<file path="config.mk">
export PLATFORM = sky130hd
export DESIGN_NAME = timer_apb_slave
export DESIGN_NICKNAME = d
export VERILOG_FILES = /design/src/rtl/timer_apb_slave.sv
export SDC_FILE = /design/constraint.sdc
export NUM_CORES = 1
export LEC_CHECK = 0
export ABC_AREA = 1
export BUFFER_PORTS_ARGS = -buffer_cell sky130_fd_sc_hd__buf_2
export CORE_ASPECT_RATIO = 2
export CORE_UTILIZATION = 45
export CTS_BUF_LIST = sky130_fd_sc_hd__clkbuf_8
export CTS_CLUSTER_SIZE = 25
export DETAILED_ROUTE_END_ITERATION = 10
export PLACE_DENSITY = 0.63
export SLEW_MARGIN = 40
export SYNTH_ARGS = -nofsm -noshare
export SYNTH_HDL_FRONTEND = slang
export SYNTH_SLANG_ARGS = --single-unit
export TNS_END_PERCENT = 5
</file>
<file path="constraint.sdc">
create_clock -name clk -period 4.6 [get_ports clk]
set_clock_uncertainty 0.1 [all_clocks]
set_input_delay 0.46 -clock clk [delete_from_list [all_inputs] [get_ports clk]]
set_output_delay 0.46 -clock clk [all_outputs]
set_load 0.01 [all_outputs]
</file>
<file path="src/rtl/timer_apb_slave.sv">
// 8-bit prescaled up/down timer behind an APB register responder.
// Holds TDR/TCR/TSR/TCNT; overflow/underflow flags are set only by real count wraps.
module timer_apb_slave #(
  parameter int ADDR_W      = 8,
  parameter int DATA_W      = 8,
  parameter int WAIT_STATES = 1
) (
  input  logic              clk,
  input  logic              rst,
  input  logic              psel,
  input  logic              penable,
  input  logic              pwrite,
  input  logic [ADDR_W-1:0] paddr,
  input  logic [DATA_W-1:0] pwdata,
  output logic [DATA_W-1:0] prdata,
  output logic              pready,
  output logic              pslverr,
  output logic              ovf_int,
  output logic              udf_int
);

  typedef enum logic [1:0] {IDLE, SETUP, WAIT, ACCESS} state_e;

  state_e            state_q, state_d;
  logic [DATA_W-1:0] tdr_q, tdr_d;
  logic [DATA_W-1:0] tcr_q, tcr_d;
  logic [1:0]        tsr_q, tsr_d;
  logic [DATA_W-1:0] tcnt_q, tcnt_d;
  logic [3:0]        presc_q, presc_d;
  logic [DATA_W-1:0] prdata_q, prdata_d;
  logic              pslverr_q, pslverr_d;

  logic              addr_err, acc_err, wr_ok, tick;
  logic [3:0]        tick_mask;
  logic [1:0]        tsr_set, tsr_clr;
  logic [DATA_W-1:0] rdata_mux;

  // Bus FSM
  always_comb begin
    state_d = state_q;
    case (state_q)
      IDLE:    if (psel && !penable) state_d = SETUP;
      SETUP: begin
        if (!psel)        state_d = IDLE;
        else if (penable) state_d = (WAIT_STATES == 1) ? WAIT : ACCESS;
      end
      WAIT:    state_d = psel ? ACCESS : IDLE;
      ACCESS:  state_d = (psel && !penable) ? SETUP : IDLE;
      default: state_d = IDLE;
    endcase
  end

  always_comb begin
    addr_err = (paddr > ADDR_W'(3));
    acc_err  = addr_err || (pwrite && (paddr == ADDR_W'(3)));
    rdata_mux = '0;
    if (!addr_err) begin
      case (paddr[1:0])
        2'd0:    rdata_mux = tdr_q;
        2'd1:    rdata_mux = tcr_q;
        2'd2:    rdata_mux = {{(DATA_W-2){1'b0}}, tsr_q};
        default: rdata_mux = tcnt_q;
      endcase
    end
    // Response is captured on entry to ACCESS so it is registered while pready is high.
    prdata_d  = (state_d == ACCESS && !pwrite && !acc_err) ? rdata_mux : '0;
    pslverr_d = (state_d == ACCESS) && acc_err;
    wr_ok     = (state_q == ACCESS) && pwrite && !pslverr_q;
  end

  // Register file, prescaler and counter
  always_comb begin
    tdr_d   = tdr_q;
    tcr_d   = tcr_q;
    tsr_clr = '0;
    if (wr_ok) begin
      case (paddr[1:0])
        2'd0:    tdr_d   = pwdata;
        2'd1:    tcr_d   = pwdata & DATA_W'(8'hB3);
        2'd2:    tsr_clr = pwdata[1:0];
        default: ;
      endcase
    end

    presc_d = presc_q + 4'd1;
    case (tcr_q[1:0])
      2'd0:    tick_mask = 4'b0001;
      2'd1:    tick_mask = 4'b0011;
      2'd2:    tick_mask = 4'b0111;
      default: tick_mask = 4'b1111;
    endcase
    tick = ((presc_q & tick_mask) == tick_mask);

    // Load path never touches flags, so a TDR wrap seen through load is not an overflow.
    tcnt_d  = tcnt_q;
    tsr_set = '0;
    if (tcr_q[7]) begin
      tcnt_d = tdr_q;
    end else if (tcr_q[4] && tick) begin
      if (tcr_q[5]) begin
        tcnt_d     = tcnt_q - DATA_W'(1);
        tsr_set[1] = (tcnt_q == '0);
      end else begin
        tcnt_d     = tcnt_q + DATA_W'(1);
        tsr_set[0] = (tcnt_q == '1);
      end
    end
    tsr_d = (tsr_q & ~tsr_clr) | tsr_set;
  end

  always_ff @(posedge clk) begin
    if (rst) begin
      state_q   <= IDLE;
      tdr_q     <= '0;
      tcr_q     <= '0;
      tsr_q     <= '0;
      tcnt_q    <= '0;
      presc_q   <= '0;
      prdata_q  <= '0;
      pslverr_q <= 1'b0;
    end else begin
      state_q   <= state_d;
      tdr_q     <= tdr_d;
      tcr_q     <= tcr_d;
      tsr_q     <= tsr_d;
      tcnt_q    <= tcnt_d;
      presc_q   <= presc_d;
      prdata_q  <= prdata_d;
      pslverr_q <= pslverr_d;
    end
  end

  assign prdata  = prdata_q;
  assign pslverr = pslverr_q;
  assign pready  = (state_q == ACCESS);
  assign ovf_int = tsr_q[0];
  assign udf_int = tsr_q[1];

endmodule

</file>
==> results.md, run 1 <==
Run status:
- The run finished with clean final reports.

Logic synthesis:
- The count of unique library cells instantiated by Yosys is 31.
- Synthesis produced a netlist with a net count of 301.
- In this run, synthesis produced a sequential element count of 38.
- The count of flip-flops with a built-in enable after synthesis is 0.
- The gate count of the mapped netlist is about 270.
- Of the total synthesized cell area, the portion taken by AND, OR, NAND and NOR gates is 0.302.
- After synthesis, the largest family of logic cells by area is simple AND/OR/NAND/NOR gates.
- The area share of fa/ha/maj cells after synthesis is 0.0557.
- The share of synthesized area occupied by flip-flops and latches is 0.394.
- Summing every instance area after synthesis gives 1930 um^2.
- The most used flip-flop cell after synthesis is sky130_fd_sc_hd__dfxtp_1.
- Counting flops with an async set or reset pin after synthesis yields a share of 0.
- The synthesized-area fraction occupied by ao, oa, aoi and oai cells is 0.151.
- Of the post-synthesis cell area, the part taken by muxes is 0.
- The post-synthesis share of cell area spent on xor and xnor gates is 0.0181.
- The mean post-synth cell area is between 7 and 8 um^2.
- The total of warnings raised by yosys is 0.

Critical path:
- The sort of element at the start of the critical path is a flop.
- The worst setup path is captured at a flop.
- The data arrival time of the worst path is 1.93 ns.
- The worst setup path is of the flop to flop kind.
- At the worst endpoint, the required time is about 4.7 ns.
- The critical-path maximum fanout is 9.

Die:
- During I/O placement, the number of pins put on the boundary was 33.
- The total area inside the core boundary comes to approximately 4100 um^2.
- The die is approximately 95 um tall.
- The die covers around 4600 um^2.
- The number of core rows is 33.
- The die is 48.3 um wide.
- The initial utilization of the core area, before any placement, comes to 0.473.

Finish:
- The filler cell count in the final layout is 438.
- In the final layout, the multi-input gates occupy slightly above 1000 um^2.
- The cell area after layout is approximately 2200 um^2.
- The post-layout instance count excluding filler cells is ~360.
- Across the whole layout, storage elements account for 761 um^2.
- 0 antenna diodes ended up in the layout.
- The share of the core filled with cells in the final layout is 0.545.
- The area growth from synthesis to layout is 15.3%.
- The share of cells above drive strength 1 is 0.173.
- The number of nets in the layout is around 340.

Drt:
- The detailed-routing wirelength on met1 is ~1800 um.
- After detailed routing, the met3 layer carries ~160 um of wire.
- The highest signal layer in the routed design is met4.
- Dividing the detail-routed wire length by the instance count gives 13.6 um.
- The first detailed-routing pass took 4 iterations.
- The final wirelength is ~5000 um.
- The total number of vias is roughly 1,900.
- The met2 wirelength from detailed routing is 2570 um.
- Once detail routing completed, the nets flagged for antenna violations numbered 0.
- The first routing iteration left 63 violations.
- Using the TritonRoute via totals, the vias-per-cell ratio works out to ~5.2.
- After detailed routing, the number of remaining DRC violations is 0.

Placed design:
- Detailed placement ended at an HPWL of around 3800 um.
- The routability congestion estimate from global placement is 0.925.
- OpenSTA, run right after detailed placement, puts the worst setup slack at 2.76 ns.
- Including well taps, the total number of placed cells is between 300 and 400.
- The placed instances occupy a cell area of ~2100 um^2.
- In this run the tool buffered the top-level ports with 32 buffer cells.

Timing:
- The setup slack after layout is 2.74 ns.
- Headroom to the max-slew limit came out at 0.634.
- The transition time of the tightest slew-check pin is ~0.55 ns.
- The final count of pins violating max slew is 0.
- Setup repair after global routing left no endpoint under its margin.
- For the finished layout, the period the worst path requires is around 1.9 ns.
- Timing would allow up to between 500 and 600 MHz.
- For the final routed database, the setup TNS stands at 0 ns.
- The final number of setup-violating endpoints is 0.
- The final clock period utilization by the worst path is 0.404.
- The count of endpoints failing hold in the final timing report came to 0.

Power and ir drop:
- The leakage power of the design is roughly 0.97 nW.
- The power density relative to cell area is between 200 and 300 nW/um^2.
- The worst-case IR drop observed on VDD is approximately 200 uV.

CTS:
- The number of clock sinks is 38.
- The H-tree generated during clock tree synthesis spans 2 levels.
- The post-CTS clock slew at the launch and capture registers of the worst setup and hold paths is approximately 0.080 ns.
- The setup fix buffers added after clock tree synthesis is 0.
- The clock tree buffer depth is 2.
- The tree is rooted in a sky130_fd_sc_hd__clkbuf_8.
- The number of CTS-inserted buffers is 5.
- The number of hold buffers added after cts is 0.
- At the later pin of the worst-skew pair, clock insertion delay measures 0.30 ns.
- The TritonCTS clock tree is built.
- The post-cts resize count is 0.

GRT:
- The number of global-route vias before repair was between 1,500 and 2,000.
- Global routing finished with a remaining overflow of 0.
- The pin count of the biggest net entering global routing is 21.
- The global-route wire length before repair is approximately 7900 um.
- The number of antenna violations at the first check in global routing came to 0.
- In the global route stage, overall resource usage came out at 0.232.

Worst hold path:
- The tightest min-delay check is of the input port to flop type.

Flow run:
- Across the run, the number of max-cap violations was 0.
critical path: stages, from the launching register on:
cell and delay (ns):
sky130_fd_sc_hd__dfxtp_1 0.50, sky130_fd_sc_hd__inv_1 0.15, sky130_fd_sc_hd__fa_1 0.47, sky130_fd_sc_hd__inv_1 0.07, sky130_fd_sc_hd__nand2_1 0.04, sky130_fd_sc_hd__nand2_1 0.07, sky130_fd_sc_hd__nand3b_1 0.09, sky130_fd_sc_hd__nand2_1 0.07
sky130_fd_sc_hd__nand2_1 0.05, sky130_fd_sc_hd__nand3_1 0.06, sky130_fd_sc_hd__a21oi_1 0.06
worst paths after layout:
| check | slack [ns] | cells after the start | from | endpoint |
|---|---|---|---|---|
| worst min register to register | 0.36 | 1 | presc_q[0] | presc_q[0] |
| worst max-delay path | 2.74 | 10 | tcr_q[5] | tcnt_q[6] |
| worst min-delay path | 0.25 | 2 | penable | state_q[0] |
| worst max register to register | 2.74 | 10 | tcr_q[5] | tcnt_q[6] |
layout make-up:
cell class              instances  share of cell area
well taps                      52              0.0292
repair buffers                 32              0.0719
clock buffers                   6              0.0371
inverters                      34              0.0573
clock inverters                 2             0.00562
flip-flops and latches         38               0.342
multi-input cells             195               0.457
cells in the mapped netlist (all sizes together), types with 3 or more instances:
cell    number  area share
nor2        31       0.074
dfxtp       38        0.39
a21oi       28       0.078
nand2       68        0.14
xnor2        3       0.014
a31oi        6       0.019
clkbuf       3      0.0065
ha           7       0.045
nand3       23       0.060
inv         34       0.066
o21ai       14       0.036
kinds of logic (layout without fill, tap and decap cells):
logic type	after synthesis	in the layout
and+or+nand+nor	131	131
AOI/OAI and AO/OA	52	52
buffers and inverters	39	74
DFF	38	38
adders and majority gates	8	8
xor gates and xnor gates	4	4
cell usage in the layout (no fill, tap or decap):
cell / synthesis / layout
sky130_fd_sc_hd__nand2_4: 1 / 1
sky130_fd_sc_hd__a21oi_1: 27 / 27
sky130_fd_sc_hd__nand4_1: 2 / 2
sky130_fd_sc_hd__or2_2: 1 / 1
sky130_fd_sc_hd__buf_2: 1 / 32
sky130_fd_sc_hd__xnor2_1: 3 / 3
sky130_fd_sc_hd__a22oi_1: 2 / 2
sky130_fd_sc_hd__dfxtp_1: 38 / 38
sky130_fd_sc_hd__inv_2: 4 / 4
sky130_fd_sc_hd__nor4_1: 1 / 1
sky130_fd_sc_hd__clkinvlp_4: 0 / 1
sky130_fd_sc_hd__clkinv_2: 0 / 1
sky130_fd_sc_hd__a31oi_1: 6 / 6
sky130_fd_sc_hd__nor2_8: 1 / 1
sky130_fd_sc_hd__nand2_2: 3 / 3
sky130_fd_sc_hd__a311oi_1: 2 / 2
sky130_fd_sc_hd__a21oi_4: 1 / 1
sky130_fd_sc_hd__nor3_1: 2 / 2
sky130_fd_sc_hd__clkbuf_8: 0 / 6
sky130_fd_sc_hd__nor2_4: 1 / 1
sky130_fd_sc_hd__fa_1: 1 / 1
sky130_fd_sc_hd__or2_1: 1 / 1
sky130_fd_sc_hd__o21ai_0: 14 / 14
sky130_fd_sc_hd__nand3b_1: 2 / 2
sky130_fd_sc_hd__ha_1: 7 / 7
sky130_fd_sc_hd__nor2_2: 1 / 1
sky130_fd_sc_hd__xor2_1: 1 / 1
sky130_fd_sc_hd__nor2_1: 28 / 28
sky130_fd_sc_hd__nand3_1: 23 / 23
sky130_fd_sc_hd__inv_1: 30 / 30
sky130_fd_sc_hd__nand2_1: 64 / 64
through the flow:
| step | power (mW) | hold WS [ns] |
|---|---|---|
| 2_1_floorplan | 0.359 | 0.330 |
| 3_3_place_gp | 0.374 | 0.345 |
| 3_5_place_dp | 0.374 | 0.350 |
| 4_1_cts | 0.614 | 0.251 |
| 5_1_grt | 0.631 | 0.258 |
| 6_report | 0.611 | 0.252 |
metal layers:
layer,vias up,GRT usage
li1,956,-
met1,846,0.225
met2,53,0.439
met3,21,0.0258
met4,0,0.176
met5,-,0
power by group:
group / internal [mW] / switching (mW) / total [mW] / leakage [nW]
sequential: 0.331 / 0.00297 / 0.334 / 0.307
clock: 0.121 / 0.125 / 0.245 / 0.0472
combinational: 0.0120 / 0.0193 / 0.0313 / 0.614
state kept, by name, indices dropped and copies added (netlist names):
signal / flops
tcr_q: 5
presc_q: 4
state_q: 2
tsr_q: 2
tdr_q: 8
pslverr: 1
prdata: 8
tcnt_q: 8
Power figures use the tool's default switching activity.
==> inputs of run 2 (changes only) <==
--- a/config.mk
+++ b/config.mk
@@ -12,7 +12,7 @@
 export CTS_BUF_LIST = sky130_fd_sc_hd__clkbuf_8
 export CTS_CLUSTER_SIZE = 25
 export DETAILED_ROUTE_END_ITERATION = 10
-export PLACE_DENSITY = 0.63
+export PLACE_DENSITY = 0.66
 export SLEW_MARGIN = 40
 export SYNTH_ARGS = -nofsm -noshare
 export SYNTH_HDL_FRONTEND = slang
==> constraint.sdc (replaced) <==
create_clock -name clk -period 1.7 [get_ports clk]
set_clock_uncertainty 0.1 [all_clocks]
set_input_delay 0.17 -clock clk [delete_from_list [all_inputs] [get_ports clk]]
set_output_delay 0.17 -clock clk [all_outputs]
set_load 0.01 [all_outputs]
==> results.md, run 2 (synthesized netlist as in run 1, its figures left out) <==
Drt:
- The average routed wire per standard cell was 13.4 um (-1.5%).
- The total number of vias is 1,889 (+0.69%).
- The remaining antenna violation count after routing is 0 (unchanged).
- The number of iterations in the first detailed-routing pass is 6 (+2).
- The number of vias per cell after detailed routing is 5.09 (-2.6%).
- The DRC marker count from the first detailed-route iteration is 43 (-32%).
- The number of DRC violations after detailed routing is 0 (unchanged).
- The final wirelength was 4960 um (+1.8%).

Die:
- The die width came to 48.3 um (unchanged).
- The core area is 4090 um^2 (unchanged).
- The number of core rows came to 33 (unchanged).
- The initial core utilization is 0.473 (unchanged).
- The I/O pin count is 33 (unchanged).
- The die outline height is 94.7 um (unchanged).
- The area of the die is 4570 um^2 (unchanged).

Finish:
- Leaving out fill and tap cells, the most frequent cell in the layout is sky130_fd_sc_hd__nand2_1.
- The area growth from synthesis to layout is 20.5%.
- The share of cells above drive strength 1 came to 0.210 (+0.0374).
- The number of nets in the layout is 347 (+3.6%).
- In the layout the commonest cells are sky130_fd_sc_hd__nand2_1, sky130_fd_sc_hd__dfxtp_1, sky130_fd_sc_hd__buf_2.
- The number of antenna repair diodes is 0 (unchanged).
- The cell area after layout was 2330 um^2 (+4.6%).
- The filler cell count in the final layout is 414 (-5.5%).

GRT:
- The all-layer global routing usage was 0.233 (+0.00176).
- The met2 global-route usage was 0.462 (+0.0235).
- The global-route wire length before repair was 8030 um (+2.0%).
- The residual overflow from global routing is 0 (unchanged).
- After global routing, the most crowded layer is met2.
- The number of antenna violations at the first check in global routing is 0 (unchanged).
- The number of global-route vias before repair is 1,765 (+1.4%).
- The met1 layer usage reported by global route is 0.223 (-0.00176).
- The global-route track usage on met3 is 0.0322 (+0.00644).
- The pin count of the biggest net entering global routing came to 19 (-9.5%).

Critical path:
- The critical path's most frequent cell is sky130_fd_sc_hd__nand2_1.
- Among all stages on the critical path, the largest delay is contributed by sky130_fd_sc_hd__fa_2.
- STA classifies the critical path endpoint as a flop.
- The critical-path maximum fanout is 7 (-2).
- The data arrival time of the worst path is 1.66 ns (-0.27 ns).
- The logic depth of the worst register-to-register path is 10 (unchanged).
- The peak per-stage delay on the critical path was 0.40 ns (-0.10 ns).
- The required arrival time at the worst endpoint is 1.78 ns (-2.89 ns).
- The kind of critical path is flop to flop.
- Traced cell by cell, the critical path runs through inv_1 > fa_2 > inv_1 > nand2_1 > nand2_1 > nand3b_1 > nand2_1 > nand2_1 > nand3_1 > a21oi_1.
- The sort of element at the start of the critical path is a flop.

Flow run:
- The max capacitance violation total came to 0 (unchanged).

CTS:
- The post-CTS clock slew at the launch and capture registers of the worst setup and hold paths is 0.08 ns (about the same).
- The count of H-tree levels built during CTS was 2 (unchanged).
- The clock latency on the worst-skew pair is 0.29 ns (about the same).
- The number of CTS-inserted buffers is 5 (unchanged).
- The clock tree buffer depth is 2 (unchanged).
- TritonCTS built the clock tree.
- The setup fix buffers added after clock tree synthesis is 0 (unchanged).
- CTS placed an instance of sky130_fd_sc_hd__clkbuf_8 at the clock tree root.
- The number of clock sinks was 38 (unchanged).

Timing:
- The count of endpoints failing hold in the final timing report was 0 (unchanged).
- Setup repair after global routing left no endpoint under its margin.
- The final number of setup-violating endpoints is 0 (unchanged).
- The final clock period utilization by the worst path is 0.930 (+0.526).
- The worst slew margin relative to its limit was 0.791 (+0.157).
- The highest attainable clock frequency is 632 MHz (+18%).
- The final count of pins violating max slew is 0 (unchanged).
- The setup total negative slack is 0 ns (unchanged).
- The transition time of the tightest slew-check pin came to 0.313 ns (-0.235 ns).
- The final critical path time including I/O delays and setup came to 1.58 ns (-0.278 ns).

Worst hold path:
- The number of cells traversed by the worst hold path was 3 (+1).
- The tightest min-delay check is of the input port to flop type.

Run status:
- The flow ran to the end, and the final reports show no timing, DRC or antenna violations.

Power and ir drop:
- The maximum resistive drop on vdd came to 942 uV (+370%).
- The leakage power of the design was 1.03 nW (+6.2%).
- The power density relative to cell area came to 706 nW/um^2 (+160%).

Placed design:
- The routability congestion estimate from global placement is 0.901 (-2.6%).
- The total cell area at the placement stage is 2220 um^2 (+3.9%).
- The number of port buffers is 32 (unchanged).
- The estimated wirelength of the detail-placed design is 3890 um (+3.0%).
==> run 2: stage by stage <==
step | hold WS, ns | utilization | power (mW) | cells | setup slack [ns]
floorplan | 0.162 | - | 0.972 | 272 | 0.0942
global placement | 0.266 | 0.542 | 1.01 | 362 | 0.0600
detailed placement | 0.273 | 0.542 | 1.02 | 362 | 0.0302
CTS | 0.0509 | 0.568 | 1.66 | 371 | 0.0154
global route | 0.0650 | 0.570 | 1.70 | 371 | 0.00529
finish | 0.0506 | 0.570 | 1.64 | 371 | 0.118
==> run 2: path summary, 6_finish.rpt <==
path	from	end	slack (ns)
setup / recovery	tcr_q[5]	tcnt_q[6]	0.12
setup reg to reg	tcr_q[5]	tcnt_q[6]	0.12
hold reg to reg	presc_q[0]	presc_q[0]	0.38
hold / removal	pwdata[6]	tdr_q[6]	0.05
==> run 2: final cells by class <==
type / instances / area (um^2) / share of cell area
Clock buffer: 6 / 82.6 / 0.0355
Clock inverter: 2 / 12.5 / 0.00537
Inverter: 34 / 128 / 0.0548
Multi-Input combinational cell: 195 / 1020 / 0.440
Sequential cell: 38 / 764 / 0.328
Tap cell: 52 / 65.1 / 0.0279
Timing Repair Buffer: 44 / 253 / 0.109
==> run 2: critical path, delay by kind of cell, from the launching register on <==
kind | cells | cell delay, ns
AO/OA/AOI/OAI | 1 | 0.06
adder cells (fa/ha/maj) | 1 | 0.40
buffers and inverters | 2 | 0.14
flip-flops | 1 | 0.39
AND/OR/NAND/NOR | 6 | 0.38
==> run 2: power breakdown <==
| part | leakage (nW) | switching [mW] | internal (mW) |
|---|---|---|---|
| logic | 0.673 | 0.0546 | 0.0372 |
| registers | 0.308 | 0.00768 | 0.896 |
| clock network | 0.0472 | 0.324 | 0.326 |
| total | 1.03 | 0.386 | 1.26 |
==> run 2: metal layers <==
layer,share of wire,wire length (um)
met3,0.029,142
met1,0.39,1910
met4,0.041,205
met2,0.54,2700
met5,0,0
==> run 2: timing repair <==
| item | CTS | global route |
|---|---|---|
| resized for setup | 0 | 3 |
| hold buffers | 1 | 0 |
| hold endpoints to repair | 1 | 0 |
| setup endpoints to repair | 0 | 4 |
==> inputs of run 3 (changes only) <==
--- a/config.mk
+++ b/config.mk
@@ -13,6 +13,7 @@
 export CTS_CLUSTER_SIZE = 25
 export DETAILED_ROUTE_END_ITERATION = 10
 export PLACE_DENSITY = 0.66
+export SETUP_SLACK_MARGIN = 0.3
 export SLEW_MARGIN = 40
 export SYNTH_ARGS = -nofsm -noshare
 export SYNTH_HDL_FRONTEND = slang
==> results.md, run 3 (synthesized netlist as in run 1, its figures left out) <==
Run status:
- The run finished with clean final reports.

Timing:
- The final number of setup-violating endpoints is 0 (unchanged).
- The final clock period utilization by the worst path was 0.975 (+0.0445).
- The count of endpoints failing hold in the final timing report is 0 (unchanged).
- The transition time of the tightest slew-check pin is 0.310 ns (-0.00280 ns).
- The final count of pins violating max slew is 0 (unchanged).
- The highest attainable clock frequency is 603 MHz (-4.6%).
- Setup repair after global routing could not meet its margin everywhere.
- The final critical path time including I/O delays and setup is 1.66 ns (+0.0756 ns).
- The worst slew margin relative to its limit came to 0.791 (about the same).

Drt:
- The number of DRC violations after detailed routing is 0 (unchanged).
- The number of vias per cell after detailed routing is 5.26 (+3.3%).
- The total number of vias came to 1,947 (+3.1%).
- The average routed wire per standard cell was 13.8 um (+3.2%).
- The final wirelength came to 5100 um (+2.9%).
- The number of iterations in the first detailed-routing pass is 4 (-2).
- The DRC marker count from the first detailed-route iteration is 83 (+93%).
- The remaining antenna violation count after routing is 0 (unchanged).

Placed design:
- The number of port buffers is 32 (unchanged).
- The routability congestion estimate from global placement came to 0.851 (-5.6%).
- The estimated wirelength of the detail-placed design is 3780 um (-2.7%).
- The total cell area at the placement stage is 2190 um^2 (-1.1%).
- The number of placed instances, taps included is 356 (-1.7%).

Flow run:
- The max capacitance violation total came to 0 (unchanged).

Finish:
- The number of nets in the layout is 346 (-0.29%).
- The share of cells above drive strength 1 came to 0.264 (+0.0541).
- The number of antenna repair diodes is 0 (unchanged).
- The post-layout instance count excluding filler cells was 370 (-0.27%).
- The library cell used most frequently in the layout, excluding fill and tap cells, is sky130_fd_sc_hd__nand2_1.
- In the layout the commonest cells are sky130_fd_sc_hd__nand2_1, sky130_fd_sc_hd__dfxtp_1, sky130_fd_sc_hd__buf_2.
- The cell area after layout is 2420 um^2 (+4.1%).
- The area growth from synthesis to layout is 25.5%.

Die:
- The area of the die is 4570 um^2 (unchanged).
- The core area came to 4090 um^2 (unchanged).
- The die width came to 48.3 um (unchanged).
- The I/O pin count came to 33 (unchanged).
- The initial core utilization is 0.473 (unchanged).
- The number of core rows is 33 (unchanged).
- The die outline height is 94.7 um (unchanged).

Worst hold path:
- The tightest min-delay check is of the input port to flop type.

Critical path:
- The worst setup path is captured at a flop.
- The sort of element at the start of the critical path is a flop.
- The data arrival time of the worst path is 1.75 ns (+0.09 ns).
- The critical path is of the flop to flop type.
- The required arrival time at the worst endpoint was 1.79 ns (about the same).
- The critical-path maximum fanout is 8 (+1).

GRT:
- The residual overflow from global routing is 0 (unchanged).
- The pin count of the biggest net entering global routing is 19 (unchanged).
- The number of global-route vias before repair came to 1,811 (+2.6%).
- The global-route wire length before repair came to 8030 um (unchanged).
- The number of antenna violations at the first check in global routing was 0 (unchanged).
- The all-layer global routing usage is 0.235 (+0.00192).

Power and ir drop:
- The switching share of power is 0.231 (-0.00429).
- The power density relative to cell area was 733 nW/um^2 (+3.7%).
- The leakage power of the design is 1.03 nW (about the same).
- The power share of the sequential group is 0.506 (-0.043).
- The maximum resistive drop on vdd is 707 uV (-25%).
- The internal power summed over all cells is 1.37 mW (+8.6%).
- The net switching power is 0.410 mW (+6.0%).
- The fraction of power consumed by combinational cells is 0.051 (-0.005).
- The clock group share of total power is 0.442 (+0.047).

CTS:
- The number of CTS-inserted buffers is 5 (unchanged).
- The post-CTS clock slew at the launch and capture registers of the worst setup and hold paths came to 0.09 ns (about the same).
- The number of clock sinks is 38 (unchanged).
- The TritonCTS clock tree is built.
- The clock latency on the worst-skew pair is 0.31 ns (+0.02 ns).
- The clock tree buffer depth is 2 (unchanged).
- The cell at the root of the clock tree is sky130_fd_sc_hd__clkbuf_8.
- The count of H-tree levels built during CTS came to 2 (unchanged).
[run 3: cell count changes in the layout (fill, tap and decap cells not counted), moves of 3 or more]
cell                      change
sky130_fd_sc_hd__inv_1        -4
sky130_fd_sc_hd__ha_1         -3
sky130_fd_sc_hd__nand2_1      -4
sky130_fd_sc_hd__ha_4         +4
sky130_fd_sc_hd__dfxtp_1      -3
sky130_fd_sc_hd__inv_2        +3
sky130_fd_sc_hd__nand2_2      +4
[run 3: worst max-delay path, cell delays in order (launching register included)]
cell	delay [ns]
sky130_fd_sc_hd__dfxtp_4	0.45
sky130_fd_sc_hd__inv_4	0.05
sky130_fd_sc_hd__fa_2	0.35
sky130_fd_sc_hd__inv_2	0.07
sky130_fd_sc_hd__nand2_2	0.05
sky130_fd_sc_hd__nand2_2	0.06
sky130_fd_sc_hd__nand3b_1	0.13
sky130_fd_sc_hd__nand2_1	0.10
sky130_fd_sc_hd__nand2_1	0.06
sky130_fd_sc_hd__nand3_2	0.07
sky130_fd_sc_hd__a21oi_2	0.05
[run 3: power groups by stage]
stage | clock network (mW) | registers [mW] | logic [mW]
floorplan | 0 | 0.923 | 0.0478
global placement | 0 | 0.924 | 0.0886
detailed placement | 0 | 0.924 | 0.0890
CTS | 0.796 | 0.903 | 0.0917
global route | 0.841 | 0.902 | 0.102
finish | 0.786 | 0.900 | 0.0912
[run 3: routing by layer]
layer / GRT usage / up-vias / share of wire
li1: - / 985 / -
met1: 0.225 / 885 / 0.37
met2: 0.458 / 58 / 0.56
met3: 0.0403 / 19 / 0.042
met4: 0.142 / 0 / 0.032
met5: 0 / - / 0
[run 3: layout make-up]
cell class | count | area (um^2)
Inverter | 34 | 130
Multi-Input combinational cell | 195 | 1100
Tap cell | 52 | 65.1
Clock inverter | 3 | 43.8
Timing Repair Buffer | 43 | 245
Sequential cell | 38 | 773
Fill cell | 412 | 1660
Clock buffer | 5 | 68.8
[run 3: worst paths after layout]
kind	from	to	slack [ns]	cells after the start
setup / recovery	tcr_q[5]	tcnt_q[6]	0.04	10
hold / removal	pwdata[3]	tdr_q[3]	0.04	3
setup reg to reg	tcr_q[5]	tcnt_q[6]	0.04	10
hold reg to reg	presc_q[0]	presc_q[0]	0.38	1
[run 3: per-stage QoR]
step | util | TNS [ns] | power [mW] | hold slack [ns] | worst slack, ns
CTS | 0.573 | 0 | 1.79 | 0.0408 | 0.0847
global placement | 0.536 | 0 | 1.01 | 0.268 | 0.0855
detailed placement | 0.536 | 0 | 1.01 | 0.272 | 0.0871
finish | 0.593 | 0 | 1.78 | 0.0353 | 0.0429
global route | 0.593 | -0.0288 | 1.84 | 0.0526 | -0.0288
floorplan | - | 0 | 0.970 | 0.162 | 0.243
[run 3: what timing repair did]
action                                  CTS  global route
pin swaps                                 3             6
gates resized for setup                   2            14
buffers inserted                          3             2
hold buffers                              1             0
hold endpoints to repair                  1             0
gates cloned                              0             0
endpoints found under the setup margin   11            28
